==> config.mk <==
export PLATFORM = sky130hd
export DESIGN_NAME = lfsr_coin_stream
export DESIGN_NICKNAME = d
export VERILOG_FILES = /design/src/rtl/lfsr_coin_stream.sv
export SDC_FILE = /design/constraint.sdc
export NUM_CORES = 1
export LEC_CHECK = 0
export BUFFER_PORTS_ARGS = -buffer_cell sky130_fd_sc_hd__buf_2
export CAP_MARGIN = 20
export CELL_PAD_IN_SITES_DETAIL_PLACEMENT = 1
export CELL_PAD_IN_SITES_GLOBAL_PLACEMENT = 1
export CORE_MARGIN = 10
export CORE_UTILIZATION = 45
export CTS_CLUSTER_DIAMETER = 200
export DETAILED_ROUTE_END_ITERATION = 12
export PLACE_DENSITY_LB_ADDON = 0.2
export SETUP_SLACK_MARGIN = 0.5
export SLEW_MARGIN = 20
export SYNTH_ARGS = -nofsm -noshare
export SYNTH_HDL_FRONTEND = slang
export SYNTH_SLANG_ARGS = --single-unit
export TNS_END_PERCENT = 5
==> constraint.sdc <==
create_clock -name clk -period 5.2 [get_ports clk]
set_clock_uncertainty 0.15 [all_clocks]
set_input_delay 1.56 -clock clk [delete_from_list [all_inputs] [get_ports clk]]
set_output_delay 1.56 -clock clk [all_outputs]
set_load 0.03 [all_outputs]
==> src/rtl/lfsr_coin_stream.sv <==
// rtl/lfsr_coin_stream.sv - Fibonacci LFSR coin generator packing bits into handshaked words
//
// Purpose:
//   Steps a WIDTH-bit Fibonacci LFSR BITS_PER_CYC times per clock, collects
//   the feedback bits into OUT_W-bit words (first bit lands in the MSB) and
//   offers each word on a valid/ready handshake. The LFSR is frozen while a
//   word waits for the consumer. The seed and run state can be reloaded at
//   any time; a zero seed is rejected.
//
// Optional build macro:
//   LFSR_COIN_STREAM_WORD_CNT_EN - adds the word_cnt output (handshake counter).
//
// Ports:
//   clk        in   1      rising-edge clock
//   rst        in   1      synchronous active-high reset
//   seed_valid in   1      one-cycle request to load seed_data
//   seed_data  in   WIDTH  new LFSR state
//   seed_err   out  1      one-cycle pulse after a zero seed was rejected
//   out_valid  out  1      out_data holds a complete word
//   out_ready  in   1      consumer accepts the word
//   out_data   out  OUT_W  packed coin word
//   busy       out  1      generator is filling a word
//   word_cnt   out  32     completed handshakes (only with the macro)

module lfsr_coin_stream #(
   parameter int                 WIDTH        = 256,
   parameter logic [WIDTH-1:0]   TAPS         = (256'b1 << 255) | (256'b1 << 31) |
                                                (256'b1 << 21)  | (256'b1 << 1),
   parameter logic [WIDTH-1:0]   DEFAULT_SEED = WIDTH'(65536),
   parameter int                 OUT_W        = 32,
   parameter int                 BITS_PER_CYC = 8
) (
   input  logic             clk,
   input  logic             rst,
   input  logic             seed_valid,
   input  logic [WIDTH-1:0] seed_data,
   output logic             seed_err,
   output logic             out_valid,
   input  logic             out_ready,
   output logic [OUT_W-1:0] out_data,
`ifdef LFSR_COIN_STREAM_WORD_CNT_EN
   output logic [31:0]      word_cnt,
`endif
   output logic             busy
);

   localparam int K     = OUT_W / BITS_PER_CYC;
   localparam int CNT_W = (K > 1) ? $clog2(K) : 1;

   typedef enum logic {FILL = 1'b0, HOLD = 1'b1} state_t;

   state_t           fsm;
   logic [WIDTH-1:0] lfsr;
   logic [OUT_W-1:0] col;
   logic [CNT_W-1:0] cnt;

   logic [WIDTH-1:0] lfsr_next;
   logic [OUT_W-1:0] col_next;
   logic             handshake;
   logic             seed_ok;

   assign handshake = out_valid & out_ready;
   assign seed_ok   = seed_valid & (seed_data != '0);

   // BITS_PER_CYC sequential LFSR steps unrolled into one combinational cone.
   always_comb begin
      logic fb;
      lfsr_next = lfsr;
      col_next  = col;
      fb        = 1'b0;
      for (int i = 0; i < BITS_PER_CYC; i++) begin
         fb        = ^(lfsr_next & TAPS);
         lfsr_next = {lfsr_next[WIDTH-2:0], fb};
         col_next  = {col_next[OUT_W-2:0], fb};
      end
   end

   always_ff @(posedge clk) begin
      if (rst) begin
         fsm       <= FILL;
         lfsr      <= DEFAULT_SEED;
         col       <= '0;
         cnt       <= '0;
         out_valid <= 1'b0;
         out_data  <= '0;
         seed_err  <= 1'b0;
         busy      <= 1'b1;
`ifdef LFSR_COIN_STREAM_WORD_CNT_EN
         word_cnt  <= '0;
`endif
      end else begin
         // A zero seed would lock the LFSR up, so it is dropped and flagged.
         seed_err <= seed_valid & (seed_data == '0);

`ifdef LFSR_COIN_STREAM_WORD_CNT_EN
         if (seed_ok)
            word_cnt <= handshake ? 32'd1 : 32'd0;
         else if (handshake)
            word_cnt <= word_cnt + 32'd1;
`endif

         if (seed_ok) begin
            // Reseed overrides everything; a word handed over this same
            // cycle still counts as delivered via the handshake above.
            lfsr      <= seed_data;
            col       <= '0;
            cnt       <= '0;
            out_valid <= 1'b0;
            busy      <= 1'b1;
            fsm       <= FILL;
         end else begin
            case (fsm)
               FILL: begin
                  lfsr <= lfsr_next;
                  col  <= col_next;
                  if (cnt == CNT_W'(K - 1)) begin
                     out_data  <= col_next;
                     out_valid <= 1'b1;
                     cnt       <= '0;
                     busy      <= 1'b0;
                     fsm       <= HOLD;
                  end else begin
                     cnt <= cnt + CNT_W'(1);
                  end
               end
               HOLD: begin
                  if (handshake) begin
                     out_valid <= 1'b0;
                     busy      <= 1'b1;
                     fsm       <= FILL;
                  end
               end
               default: fsm <= FILL;
            endcase
         end
      end
   end

endmodule
## Word level (Yosys, flattened, before mapping)

Index checks and enable logic that the tools add are counted.

| word-level totals | value |
|---|---|
| memories kept | 0 |
| bits in registers | 318 |
| output and inout port bits | 35 |
| input port bits | 260 |
| logic and storage cells | 43 |
| memory bits (read-only) | 0 |
| bits in latches | 0 |
| RAM bits | 0 |

| operators by class | value |
|---|---|
| order comparisons | 0 |
| equality and inequality tests | 4 |
| multipliers | 0 |
| reductions and logical operators | 13 |
| $add $sub $neg | 1 |
| divide/modulo/power cells | 0 |
| shift-type cells | 0 |
| bitwise gates (word level) | 5 |
| mux-type cells | 12 |

Operators with widths:

| kind | number |
|---|---|
| 256-bit XOR reduction | 8 |
| 256-bit 2-to-1 mux | 2 |
| 256-bit logical NOT | 1 |
| 256-bit nonzero test | 1 |
| 1-bit 2-to-1 mux | 6 |
| 1-bit case mux with 2 select lines | 3 |
| 2-bit by 1-bit inequality test with 1-bit output, second input constant | 2 |
| 1-bit AND | 3 |
| 3-bit AND reduction | 1 |
| 2-bit by 1-bit adder with 2-bit output, second input constant | 1 |
| 2-bit == test, second input constant | 1 |
| 2-bit 2-to-1 mux | 1 |
| 2-bit inequality test, second input constant | 1 |
| 1-bit inverter | 2 |
| 2-bit AND reduction | 1 |
| 2-bit OR reduction | 1 |

## Depth between registers and ports, before layout

Gate-level depths: netlist of the first run.

| logic depth | value |
|---|---|
| depth after elaboration | 6 |
| gate-level depth with buffers | 9 |
| depth with buffers taken out | 6 |

## Least setup slack after synthesis of the first run

Ideal clock, no wire load.

| path | value |
|---|---|
| path kind | input to register |
| start | in seed_data[130] |
| end | reg out_data[4] |
| slack | 1.803 ns |
| required time | 4.976 ns |
| stages | 7 |
| buffers on the path | 1 |
| data arrival time | 3.173 ns |
| library setup time | 0.074 ns |
| path through | nor4_1 > nand4_1 > nor4_2 > a41oi_1 > buf_2 > or4_1 > o21ai_0 |

| between the ends | value |
|---|---|
| longest elaborated chain between the ends | 4 |

RTL lines:

| what | RTL line | RTL |
|---|---|---|
| start: declaration | 36 | `input logic [WIDTH-1:0] seed_data,` |
| 256-bit nonzero test | 63 | `assign seed_ok = seed_valid & (seed_data != '0);` |
| 1-bit AND | 63 |  |
| 1-bit inverter (no line) | -- |  |
| 3-bit AND reduction (no line) | -- |  |
| end signal: assignment | 117 | `out_data <= col_next;` |
| end: declaration | 40 | `output logic [OUT_W-1:0] out_data,` |

Every way passes these cells.
A chain may end at the register's enable or synchronous reset.

## Final worst setup path of the first run

| path | value |
|---|---|
| start | in seed_data[131] |
| end | reg lfsr[79] |

| between the ends | value |
|---|---|
| longest elaborated chain between the ends | 3 |
| elaborated cells between the ends (all ways) | 4 |
| classes of those cells | eq/ne: 1; mux: 1; bitwise: 1; reduce/logical: 1 |

RTL lines:

| what | RTL line | RTL |
|---|---|---|
| 256-bit nonzero test * | 63 |  |
| 1-bit AND * | 63 |  |
| 2-bit by 1-bit inequality test with 1-bit output (no line) / 256-bit 2-to-1 mux (equally long branches) | -- |  |
| end signal: assignment | 105 | `lfsr <= seed_data;` |
| end signal: assignment | 114 | `lfsr <= lfsr_next;` |
| end: declaration | 53 | `logic [WIDTH-1:0] lfsr;` |

Every way passes the cells marked *; elsewhere a longest branch is shown, timed or not.

==> results of run 1 <==
critical path: cells and delay by family:
kind	cells	cell delay, ns
AND/OR/NAND/NOR	4	1.65
AO/OA/AOI/OAI	2	0.69
buffers and inverters	3	0.66
flip-flops by register name, indices dropped and copies added, names as in the netlist:
name	flops
col	24
fsm	1
busy	1
out_valid	1
out_data	32
lfsr	256
seed_err	1
cnt	2
kinds of logic (layout without fill, tap and decap cells):
| kind of cell | count (synthesis) | in the layout |
|---|---|---|
| mux | 268 | 268 |
| fa+ha+maj | 1 | 1 |
| buf+inv | 141 | 389 |
| compound gates | 332 | 332 |
| simple gates | 425 | 425 |
| xor+xnor | 24 | 24 |
| flops | 318 | 318 |
| other cells | 0 | 5 |
per-stage QoR:
stage / worst slack, ns / util / cells / total power [µW]
floorplan: 1.80 / - / 1509 / 3220
global placement: 0.473 / 0.517 / 2090 / 3520
detailed placement: 0.405 / 0.517 / 2090 / 3550
CTS: 0.905 / 0.555 / 2153 / 6090
global route: 0.717 / 0.556 / 2155 / 6320
finish: 0.896 / 0.556 / 2158 / 6050
how the worst min path moves through the flow:
stage | slack (ns) | endpoint | cells past startpoint
finish | 0.32 | out_data[28]$_SDFFE_PP0P_ | 2
global route | 0.34 | out_data[30]$_SDFFE_PP0P_ | 2
CTS | 0.33 | out_data[24]$_SDFFE_PP0P_ | 2
detailed placement | 0.32 | out_data[29]$_SDFFE_PP0P_ | 2
global placement | 0.31 | out_data[8]$_SDFFE_PP0P_ | 2
floorplan | 0.29 | out_data[24]$_SDFFE_PP0P_ | 2
power by group through the flow:
stage / Combinational, µW / Sequential [µW] / Clock (µW)
after floorplan: 490 / 2740 / 0
final: 769 / 2740 / 2540
after global routing: 854 / 2760 / 2700
after CTS: 769 / 2740 / 2580
after detailed placement: 758 / 2790 / 0
after global placement: 735 / 2780 / 0
cell type report:
cell class	count	area [µm²]
Antenna cell	5	12.5
Clock buffer	61	1170
Clock inverter	2	16.3
Fill cell	3539	13700
Inverter	4	15.0
Multi-Input combinational cell	1050	7210
Sequential cell	318	6370
Tap cell	396	495
Timing Repair Buffer	322	1850
layer usage:
| metal | vias to the layer above | wire length, µm | GRT usage |
|---|---|---|---|
| met1 | 5974 | 21400 | 0.305 |
| li1 | 6027 | - | - |
| met4 | 8 | 670 | 0.0521 |
| met2 | 276 | 21700 | 0.380 |
| met5 | - | 66 | 0 |
| met3 | 64 | 2630 | 0.0489 |
cells in the final DEF, fill, tap and decap left out, types with 3 or more instances in the layout:
| master | n |
|---|---|
| dfxtp_1 | 317 |
| buf_2 | 293 |
| nor2_1 | 278 |
| mux2i_1 | 268 |
| a211oi_1 | 252 |
| nor4_1 | 64 |
| a21oi_1 | 41 |
| clkbuf_16 | 41 |
| o21ai_0 | 28 |
| nand3_1 | 24 |
| xnor2_1 | 18 |
| nand4_1 | 17 |
| buf_4 | 15 |
| clkbuf_1 | 13 |
| buf_12 | 13 |
| nor3_1 | 10 |
| nand2_1 | 9 |
| clkbuf_8 | 8 |
| nor2b_1 | 7 |
| nand2b_1 | 6 |
| diode_2 | 5 |
| nor4_2 | 4 |
| inv_1 | 4 |
| xor2_1 | 4 |
| o21bai_1 | 3 |
==> metrics.yaml, run 1 <==
status: "complete, no violations"
arrival_ns: 4.57
drive_above_1_share: 0.218
synth.area.mux_share: 0.189
combPwrFrac: 0.127
clock_power_share: 0.420
maxCapViolCount: 0
die_x_um: 197
hold-worst-slack_ns: 0.322
yosys.area_share.adder: 0.000883
ys_ff_latch: 318
p_int_uw: 4490
syn_area_per_cell_um2: 9.39
synthDistinctLibCells: 31
ctsHoldBuffers: 0
grt_usage: 0.231
synth_edf_count: 0
postRouteAntennaNets: 0
period_share: 0.828
coreArea_um2: 30800
setup_tns_ns: 0
synthSimpleGateAreaFrac: 0.136
switchingPower_uw: 1570
grt_first_pass_wirelength_mm: 73.5
r2r_slack_ns: 2.39
placed_area_um2: 15900
cts_setup_buffers: 0
reg2reg_depth: 3
cp.required_ns: 5.47
cts_tree: "done"
viasPerCell: 5.72
clock_path_buffers: 3
root_buffer: "clkbuf_16"
synth_seq_area_share: 0.449
synth_nets: 1770
initial_utilization: 0.460
clk_pin_slew_worst_paths_ns: 0.06
maxSlewViolCount: 0
synth_xor_area_frac: 0.0168
synthCells: 1509
fmax_mhz: 232
p_seq_frac: 0.453
peakVddDrop_uv: 244
syn-cell-area_um2: 14200
firstDrtPassIters: 4
ys_top_cells_by_area: "dfxtp_1 (45%), mux2i_1 (19%), a211oi_1 (13%), nor2_1 (7.4%), nor4_1 (2.8%)"
std_cell_rows: 64
grt_pass1_vias: 13300
cpPeakStageDelay_ns: 0.68
yosysMostFrequentCell: "dfxtp_1"
tightest_slew_ns: 1.05
drtIter0Drc: 674
synth_top_area_cell: "dfxtp_1"
routedWlPerCell_um: 21.5
clock-sinks: 318
start_kind: "primary input"
leakage_uw: 0.00607
synth_common_cells: "dfxtp_1 (318), nor2_1 (279), mux2i_1 (268)"
clkLatencyLatePin_ns: 0.52
cp_cell_sequence: "buf_2 -> nor4_1 -> nand4_1 -> nor4_2 -> a41o_4 -> buf_12 -> buf_4 -> nor2_1 -> a211oi_1"
path_max_fanout: 30
hold_path_class: "flop to flop"
min_period_ns: 4.30
htreeDepth: 2
path_class: "primary input to flop"
synth_compound_area_frac: 0.164
antenna_found_initial: 7
yosys_warnings: 0
route.vias.total: 12300
areaGrowthSynthToFinish_pct: 21.0
r2r_end: "lfsr[190]$_SDFFE_PP0P_"
power_switching_share: 0.259
synth_top_family_by_area: "multiplexers"
startpoint: "seed_data[131]"
drcViolationCount: 0
synthFlopType: "dfxtp_1"
grt_max_degree: 149
wl_mm: 46.5
grt_overflow: 0
slew_headroom: 0.302
synthArstFlopShare: 0
gp_congestion: 0.844
hold_viol: 0
fp.dieH_um: 197
final_area_um2: 17100
min_from: "col[20]$_SDFFE_PP0N_"
endpoint_kind: "flop"
io_buffers: 294
ioPinCount: 295
pwr_density_cell_nw_per_um2: 353
cts_buffers: 38
slowest_stage: "nor4_1"
die_area_um2: 39000
setup_violations: 0
cts-resized-gates: 0
crit-reg2reg-launch: "fsm$_SDFF_PP0_"
nets: 1995
dp_hpwl_mm: 33.7
crit_path_end: "lfsr[79]$_SDFFE_PP0P_"
grt_setup_unrepaired: "false"
yosys.area.top_type_share: 0.449
No activity file was read; power rests on OpenSTA's default activity.
==> inputs of run 2 (changes only) <==
CORE_UTILIZATION = 38   (was 45)
clock period = 3.7 ns   (was 5.2 ns; I/O delays follow)
==> run 2 against run 1 <==
  * Combinational power grew 50%
  * Worst setup slack got worse by 0.40 ns
  * Sequential power increased by 41%
  * Via count is 0.78% higher
  * Register-to-register slack got worse by 1.4 ns
  * First-iteration DRC count down 8.9%
  * Largest power group unchanged
  * Highest routed layer unchanged
==> metrics.yaml, run 2 (same netlist as run 1, synthesis figures left out) <==
peakVddDrop_uv: 271
grt_first_pass_wirelength_mm: 73.1
grt_pass1_vias: 13100
setup_violations: 0
mostFrequentLayoutCell: "dfxtp_1"
clkLatencyLatePin_ns: 0.52
start_kind: "primary input"
nets: 2031
seqCellArea_um2: 6370
die_area_um2: 45400
path_max_fanout: 33
hold_path_class: "flop to flop"
io_buffers: 294
power_switching_share: 0.258
cts_tree: "done"
hold_viol: 0
fill_cells: 4199
leakage_uw: 0.00645
coreArea_um2: 36700
layout_common_cells: "dfxtp_1 (317), buf_2 (293), nor2_1 (278)"
clock_power_share: 0.433
ioPinCount: 295
fp.dieH_um: 213
gp_congestion: 0.833
tightest_slew_ns: 1.02
postRouteAntennaNets: 0
endpoint_kind: "flop"
firstDrtPassIters: 7
wl_mm: 47.5
clock_path_buffers: 3
largest-register: "lfsr"
cp.required_ns: 3.98
period_share: 0.866
placed_area_um2: 16300
pwr_density_cell_nw_per_um2: 492
p_total_uw: 8810
grt_max_degree: 126
areaGrowthSynthToFinish_pct: 26.4
die_x_um: 213
clock-sinks: 318
drcViolationCount: 0
p_int_uw: 6530
initial_utilization: 0.386
multi_input_area_um2: 7340
met1_usage: 0.268
grt_overflow: 0
slew_headroom: 0.318
min_period_ns: 3.20
maxSlewViolCount: 0
cts_buffers: 38
arrival_ns: 3.48
setup_ws_ns: 0.497
p_seq_frac: 0.437
grt_usage: 0.201
root_buffer: "clkbuf_16"
path_class: "primary input to flop"
cpPeakStageDelay_ns: 0.47
ctsHoldBuffers: 0
route.vias.total: 12400
grt_setup_unrepaired: "true"
reg_top3: "lfsr x256, out_data x32, col x24"
clk_pin_slew_worst_paths_ns: 0.06
maxCapViolCount: 0
gr-usage-met2: 0.323
pre_cts_ws_ns: -0.360
dp_hpwl_mm: 34.6
std_cell_rows: 70
antenna_found_initial: 12
routedWlPerCell_um: 20.9
fmax_mhz: 312
status: "complete, no violations"
slowest_stage: "nor4_1"
viasPerCell: 5.48
switchingPower_uw: 2270
fin_util: 0.488
cp_cell_sequence: "buf_2 -> nor4_1 -> nand4_1 -> nor4_4 -> buf_4 -> a41o_4 -> buf_12 -> buf_16 -> nor2_1 -> a211oi_1"
met3_usage: 0.0424
drtIter0Drc: 614
combPwrFrac: 0.130
setup_tns_ns: 0
drive_above_1_share: 0.244
busiest_layer: "met2"
final_area_um2: 17900
largest_register_ffs: 256
htreeDepth: 2
[run 2: worst paths after layout]
path                                  start                        end  slack [ns]  cells past startpoint
hold reg to reg   out_data[22]$_SDFFE_PP0P_  out_data[22]$_SDFFE_PP0P_        0.32                      2
setup reg to reg       lfsr[1]$_SDFFE_PP0P_       lfsr[1]$_SDFFE_PP0P_        1.03                      6
setup / recovery             seed_data[176]      lfsr[33]$_SDFFE_PP0P_        0.50                     10
hold / removal    out_data[22]$_SDFFE_PP0P_  out_data[22]$_SDFFE_PP0P_        0.32                      2
[run 2: per-stage QoR]
stage	hold slack (ns)	std cells
after floorplan	0.293	1509
after global placement	0.304	2193
after detailed placement	0.318	2193
after CTS	0.325	2263
after global routing	0.342	2268
final	0.325	2270
[run 2: critical path, delay by kind of cell]
family | cells | cell delay [ns]
AND/OR/NAND/NOR | 4 | 1.16
buffers and inverters | 4 | 0.71
AO/OA/AOI/OAI | 2 | 0.47
[run 2: routing by layer]
layer  vias up  wire [µm]
met3        71       2490
met5         -         70
met4        14       1010
met2       261      21800
met1      5993      22100
li1       6106          -
[run 2: power groups by stage]
stage | registers (µW) | clock network [µW] | logic [µW]
5_1_grt | 3880 | 4050 | 1280
3_3_place_gp | 3910 | 0 | 1090
2_1_floorplan | 3840 | 0 | 688
3_5_place_dp | 3920 | 0 | 1110
4_1_cts | 3850 | 3900 | 1140
6_report | 3850 | 3810 | 1150
[run 2: timing repair]
| item | 4_1_cts | 5_1_grt |
|---|---|---|
| cloned | 1 | 2 |
| setup endpoints to repair | 311 | 302 |
| buffers inserted | 1 | 1 |
| pin swaps | 1 | 3 |
| gates resized for setup | 13 | 14 |
[run 2: final cells by class]
| class | instances | area share |
|---|---|---|
| clock buffers | 55 | 0.0611 |
| multi-input cells | 1050 | 0.409 |
| inverters | 4 | 0.000838 |
| diodes | 4 | 0.000559 |
| well taps | 468 | 0.0327 |
| flip-flops and latches | 318 | 0.356 |
| repair buffers | 358 | 0.130 |
| clock inverters | 13 | 0.0103 |
